<file path="src/rtl/mmio_uart_tx.sv">
// mmio_uart_tx
//   Memory-mapped 8N1 UART transmitter that sits on the CPU data port beside
//   the data RAM. Stores to TXDATA queue bytes in a small FIFO. A serializer
//   drains the FIFO onto the tx line. STATUS is read combinationally, with the
//   same timing as the RAM read path.
//
//   Register map:
//     BASE_ADDR     TXDATA  (write: push wdata[7:0])
//     BASE_ADDR+4   STATUS  (read:  busy/full/empty/overflow/count;
//                            write: clear overflow, data ignored)
//
//   Ports:
//     clk    in   1   system clock, rising edge
//     reset  in   1   synchronous, active-high reset
//     addr   in   32  CPU data address
//     wdata  in   32  CPU store data; only [7:0] is used for TXDATA
//     we     in   1   CPU store strobe
//     hit    out  1   combinational: addr selects TXDATA or STATUS
//     rdata  out  32  combinational: STATUS word when addr is STATUS, else 0
//     tx     out  1   registered serial line, idle high
module mmio_uart_tx #(
   parameter logic [31:0] BASE_ADDR    = 32'h0000_1000,
   parameter int          CLKS_PER_BIT = 4,
   parameter int          FIFO_DEPTH   = 4
) (
   input  logic        clk,
   input  logic        reset,
   input  logic [31:0] addr,
   input  logic [31:0] wdata,
   input  logic        we,
   output logic        hit,
   output logic [31:0] rdata,
   output logic        tx
);

   localparam logic [31:0] STATUS_ADDR = BASE_ADDR + 32'd4;
   localparam int          PW          = $clog2(FIFO_DEPTH);
   localparam int          CW          = PW + 1;
   localparam int          BW          = (CLKS_PER_BIT > 1) ? $clog2(CLKS_PER_BIT) : 1;
   localparam logic [BW-1:0] BAUD_LAST = BW'(CLKS_PER_BIT - 1);
   localparam logic [CW-1:0] DEPTH_C   = CW'(FIFO_DEPTH);

   typedef enum logic [1:0] {S_IDLE, S_START, S_DATA, S_STOP} state_e;

   // STATUS exposes a 4-bit count; deeper FIFOs report 15 once past it.
   function automatic logic [3:0] sat_count(input logic [CW-1:0] c);
      return (32'(c) > 32'd15) ? 4'hF : 4'(c);
   endfunction

   logic [7:0]    fifo_q [FIFO_DEPTH];
   logic [PW-1:0] wr_ptr_q, wr_ptr_d;
   logic [PW-1:0] rd_ptr_q, rd_ptr_d;
   logic [CW-1:0] count_q, count_d;
   logic          ovf_q, ovf_d;
   state_e        state_q, state_d;
   logic [BW-1:0] baud_q, baud_d;
   logic [2:0]    bit_q, bit_d;
   logic [7:0]    shreg_q, shreg_d;
   logic          tx_q, tx_d;

   logic sel_data, sel_status;
   logic full, empty, busy;
   logic push_req, push, pop;
   logic baud_wrap;
   logic unused_wdata_hi;

   assign unused_wdata_hi = ^wdata[31:8];

   assign sel_data   = (addr == BASE_ADDR);
   assign sel_status = (addr == STATUS_ADDR);
   assign hit        = sel_data | sel_status;

   assign full  = (count_q == DEPTH_C);
   assign empty = (count_q == '0);
   assign busy  = (state_q != S_IDLE);

   // A full FIFO still accepts a push on the edge that frees a slot.
   assign pop      = (state_q == S_IDLE) && !empty;
   assign push_req = we && sel_data;
   assign push     = push_req && (!full || pop);

   assign baud_wrap = (baud_q == BAUD_LAST);

   assign rdata = sel_status ? {24'h0, sat_count(count_q), ovf_q, empty, full, busy} : 32'h0;
   assign tx    = tx_q;

   always_comb begin
      wr_ptr_d = wr_ptr_q;
      rd_ptr_d = rd_ptr_q;
      count_d  = count_q;
      ovf_d    = ovf_q;
      if (push) wr_ptr_d = wr_ptr_q + PW'(1);
      if (pop)  rd_ptr_d = rd_ptr_q + PW'(1);
      if (push && !pop)      count_d = count_q + CW'(1);
      else if (pop && !push) count_d = count_q - CW'(1);
      if (push_req && !push)    ovf_d = 1'b1;
      else if (we && sel_status) ovf_d = 1'b0;
   end

   always_comb begin
      state_d = state_q;
      baud_d  = baud_q;
      bit_d   = bit_q;
      shreg_d = shreg_q;
      tx_d    = 1'b1;
      case (state_q)
         S_IDLE: begin
            if (pop) begin
               state_d = S_START;
               baud_d  = '0;
               shreg_d = fifo_q[rd_ptr_q];
            end
         end
         S_START: begin
            if (baud_wrap) begin
               state_d = S_DATA;
               baud_d  = '0;
               bit_d   = 3'd0;
            end else begin
               baud_d = baud_q + BW'(1);
            end
         end
         S_DATA: begin
            if (baud_wrap) begin
               baud_d = '0;
               if (bit_q == 3'd7) state_d = S_STOP;
               else               bit_d   = bit_q + 3'd1;
            end else begin
               baud_d = baud_q + BW'(1);
            end
         end
         S_STOP: begin
            if (baud_wrap) begin
               state_d = S_IDLE;
               baud_d  = '0;
            end else begin
               baud_d = baud_q + BW'(1);
            end
         end
         default: state_d = S_IDLE;
      endcase
      // tx is registered, so it is derived from the next state to line up
      // with the state register rather than lagging it by a cycle.
      case (state_d)
         S_START: tx_d = 1'b0;
         S_DATA:  tx_d = shreg_d[bit_d];
         default: tx_d = 1'b1;
      endcase
   end

   always_ff @(posedge clk) begin
      if (reset) begin
         wr_ptr_q <= '0;
         rd_ptr_q <= '0;
         count_q  <= '0;
         ovf_q    <= 1'b0;
         state_q  <= S_IDLE;
         baud_q   <= '0;
         bit_q    <= 3'd0;
         tx_q     <= 1'b1;
      end else begin
         wr_ptr_q <= wr_ptr_d;
         rd_ptr_q <= rd_ptr_d;
         count_q  <= count_d;
         ovf_q    <= ovf_d;
         state_q  <= state_d;
         baud_q   <= baud_d;
         bit_q    <= bit_d;
         tx_q     <= tx_d;
      end
   end

   // Byte storage carries no reset; pointers and count define validity.
   always_ff @(posedge clk) begin
      if (push) fifo_q[wr_ptr_q] <= wdata[7:0];
      shreg_q <= shreg_d;
   end

endmodule

</file>
<file path="config.mk">
export PLATFORM = sky130hd
export DESIGN_NAME = mmio_uart_tx
export DESIGN_NICKNAME = d
export VERILOG_FILES = /design/src/rtl/mmio_uart_tx.sv
export SDC_FILE = /design/constraint.sdc
export NUM_CORES = 1
export LEC_CHECK = 0
export ABC_AREA = 1
export BUFFER_PORTS_ARGS = -buffer_cell sky130_fd_sc_hd__buf_2
export CORE_MARGIN = 3
export CORE_UTILIZATION = 45
export CTS_CLUSTER_DIAMETER = 60
export DETAILED_ROUTE_END_ITERATION = 6
export GPL_TIMING_DRIVEN = 0
export PLACE_DENSITY = 0.7
export SYNTH_ARGS = -nofsm -noshare
export SYNTH_HDL_FRONTEND = slang
export SYNTH_SLANG_ARGS = --single-unit
</file>
<file path="constraint.sdc">
create_clock -name clk -period 2.4 [get_ports clk]
set_input_delay 0.36 -clock clk [delete_from_list [all_inputs] [get_ports clk]]
set_output_delay 0.36 -clock clk [all_outputs]
set_load 0.01 [all_outputs]
</file>
==> results.json <==
{
  "ctsHoldBuffers": 0,
  "cts_tree": "built",
  "die_w_um": 91.0,
  "clk_pin_slew_ps": 60,
  "crit_path_end_kind": "flop",
  "critPathKind": "reg -> reg",
  "multi_input_area_um2": 1280,
  "grt-ovfl-total": 0,
  "ff_latch_area_um2": 1480,
  "critPathMostFrequentCell": "inv_1",
  "switching_power_mw": 1.16,
  "die_area_um2": 8280,
  "cp.arrival_ps": 2410,
  "timing.final.ws_setup_ps": 199,
  "fin_skew_ps": 5.37,
  "worst_r2r_path_depth": 11,
  "clockPowerShare_pct": 27.7,
  "setup_viol": 0,
  "internal-power_mw": 2.20,
  "cp_cell_sequence": "inv_1, ha_2, nor3_2, inv_1, nand2_2, inv_1, ha_1, inv_1, fa_1, o21ai_0, a21oi_1",
  "cellLeakagePower_nw": 2.02,
  "status": "complete, no violations",
  "firstDrtPassIters": 4,
  "grt_usage_pct": 15.6,
  "grt_pass1_vias": 2498,
  "ir_worst_vdd_mv": 0.383,
  "worstHoldPathCells": 1,
  "startpoint_type": "flop",
  "powerDensity_nw_per_um2": 854,
  "nFillCells": 652,
  "path_max_fanout": 5,
  "synthFlopType": "edfxtp_1",
  "avgViaCountPerCell": 4.42,
  "ant_nets": 0,
  "portBuffers": 50,
  "wl_um": 6020,
  "hold_violations": 0,
  "avgRoutedWirePerCell_um": 10.0,
  "hp-class": "in -> reg",
  "rows": 30,
  "antenna_found_initial": 0,
  "max_slew_margin_pct": 44.1,
  "clk_latency_ps": 330,
  "worstMarginPinSlew_ps": 836,
  "vias": 2654,
  "synth_edf_count": 32,
  "grt_pass1_wl_um": 10300,
  "pre_cts_ws_ps": -182,
  "synth-seq-cells": 58,
  "async_reset_ff_share_pct": 0,
  "holdWs_ps": 243,
  "pwr-share-comb_pct": 35.1,
  "core_area_um2": 6910,
  "clock_path_buffers": 2,
  "n_antenna_cell": 0,
  "maxCapViolations": 0,
  "drt_iter0_drc": 135,
  "initial_utilization_pct": 47.1,
  "synth_area_um2": 3250,
  "grt_max_degree": 11,
  "placed_area_um2": 3710,
  "slew_viol_final": 0,
  "root_buffer": "clkbuf_8",
  "ys_types": 32,
  "ys_seq_area_share_pct": 45.6,
  "critPathRequiredTime_ps": 2610,
  "num-nets-final": 579,
  "slowest_delay_ps": 410,
  "io_pins": 101,
  "post_cts_buffers": 0,
  "swShare_pct": 34.6,
  "place_congestion": 0.749,
  "cts-buffers-inserted": 9,
  "clock.fmax_mhz": 454,
  "dp_hpwl_um": 4620,
  "clock_sinks": 58,
  "die_h_um": 91.0,
  "h-tree-depth": 3,
  "area_growth_pct": 21.2,
  "min_period_ps": 2200,
  "drcViolationCount": 0,
  "synth_cells": 414,
  "yosysWarnings": 0,
  "drive_gt1_share_pct": 24.0,
  "avgSynthCellArea_um2": 7.85,
  "p_seq_share_pct": 37.2,
  "fin_crit_sh_pct": 91.7,
  "slowest_stage": "fa_1",
  "final_area_um2": 3940
}
state kept, by name (all words and copies together), names as in the netlist, named ones only:
name	cells
baud_q	2
bit_q	3
count_q	3
fifo_q	32
ovf_q	1
rd_ptr_q	2
shreg_q	8
state_q	2
tx	1
wr_ptr_q	2
routing by layer:
layer | vias to the layer above | GRT usage (%) | wire, um
li1 | 1404 | - | -
met5 | - | 0 | 0
met1 | 1152 | 17.7 | 2610
met4 | 0 | 9.05 | 148
met2 | 86 | 27.1 | 2920
met3 | 12 | 3.23 | 334
placed cells by master, fill, tap and decap left out, drive strengths merged:
| cell type | instances |
|---|---|
| or2 | 1 |
| nand4 | 9 |
| dfxtp | 26 |
| xor2 | 1 |
| ha | 12 |
| a31o | 1 |
| nand3 | 39 |
| fa | 1 |
| nor3 | 7 |
| nor2 | 34 |
| and2 | 1 |
| edfxtp | 32 |
| nor4 | 2 |
| a21oi | 10 |
| inv | 96 |
| o21ai | 15 |
| buf | 80 |
| clkinvlp | 1 |
| nand2 | 95 |
| clkinv | 3 |
| conb | 25 |
| bufinv | 2 |
| clkbuf | 11 |
synthesized netlist by cell type, drive strengths merged (2+ instances only):
library cell | count | area share (%)
inv | 96 | 11
nand2 | 95 | 11
nand3 | 39 | 6.6
nor2 | 34 | 4.2
edfxtp | 32 | 30
buf | 30 | 7.1
dfxtp | 26 | 16
o21ai | 15 | 2.4
ha | 12 | 4.6
a21oi | 10 | 1.9
nand4 | 9 | 1.7
nor3 | 7 | 1.2
nor4 | 2 | 0.38
kinds of logic after synthesis:
logic type,after synthesis,share of synthesized area (%)
AND/OR/NAND/NOR,188,25.9
AO/OA/AOI/OAI,26,4.58
XOR/XNOR,1,0.269
buffers and inverters,127,18.4
flip-flops,58,45.6
adder cells (fa/ha/maj),13,5.23
other,1,0.115
metrics by stage:
| step | util [%] | power (mW) | instances | TNS, ps |
|---|---|---|---|---|
| 6_report | 57.0 | 3.36 | 600 | 0 |
| 5_1_grt | 57.0 | 3.64 | 600 | -26.8 |
| 4_1_cts | 56.8 | 3.39 | 600 | 0 |
| 3_5_place_dp | 53.7 | 2.44 | 584 | -568 |
| 3_3_place_gp | 53.7 | 2.41 | 584 | -294 |
| 2_1_floorplan | - | 2.17 | 438 | 0 |
worst max-delay path: cells and delay by family (launching register included):
kind / cells / cell delay, ps
flops: 1 / 390
compound gates: 2 / 210
buf+inv: 4 / 360
fa+ha+maj: 3 / 830
simple gates: 2 / 290
final cells by class:
class | instances | area share [%]
repair buffers | 50 | 6.35
clock buffers | 10 | 3.24
flip-flops and latches | 58 | 37.6
plain buffers | 31 | 5.94
well taps | 96 | 3.05
inverters | 96 | 9.21
clock inverters | 6 | 2.06
multi-input cells | 253 | 32.5
power by group through the flow:
stage	combinational (mW)	sequential, mW	clock [mW]
global placement	1.14	1.27	0
floorplan	0.913	1.26	0
finish	1.18	1.25	0.932
detailed placement	1.17	1.27	0
CTS	1.18	1.25	0.953
global route	1.38	1.27	0.989
path summary, 6_finish.rpt:
path	start	end	slack, ps
max	state_q[0]	count_q[1]	200
min	wdata[2]	fifo_q[2][2]	240
max reg2reg	state_q[0]	count_q[1]	200
min reg2reg	rd_ptr_q[1]	rd_ptr_q[1]	470
what timing repair did:
action | 4_1_cts | 5_1_grt
endpoints found under the setup margin | 1 | 2
pin swaps | 0 | 3
gates resized for setup | 1 | 6
Power figures use the tool's default switching activity.
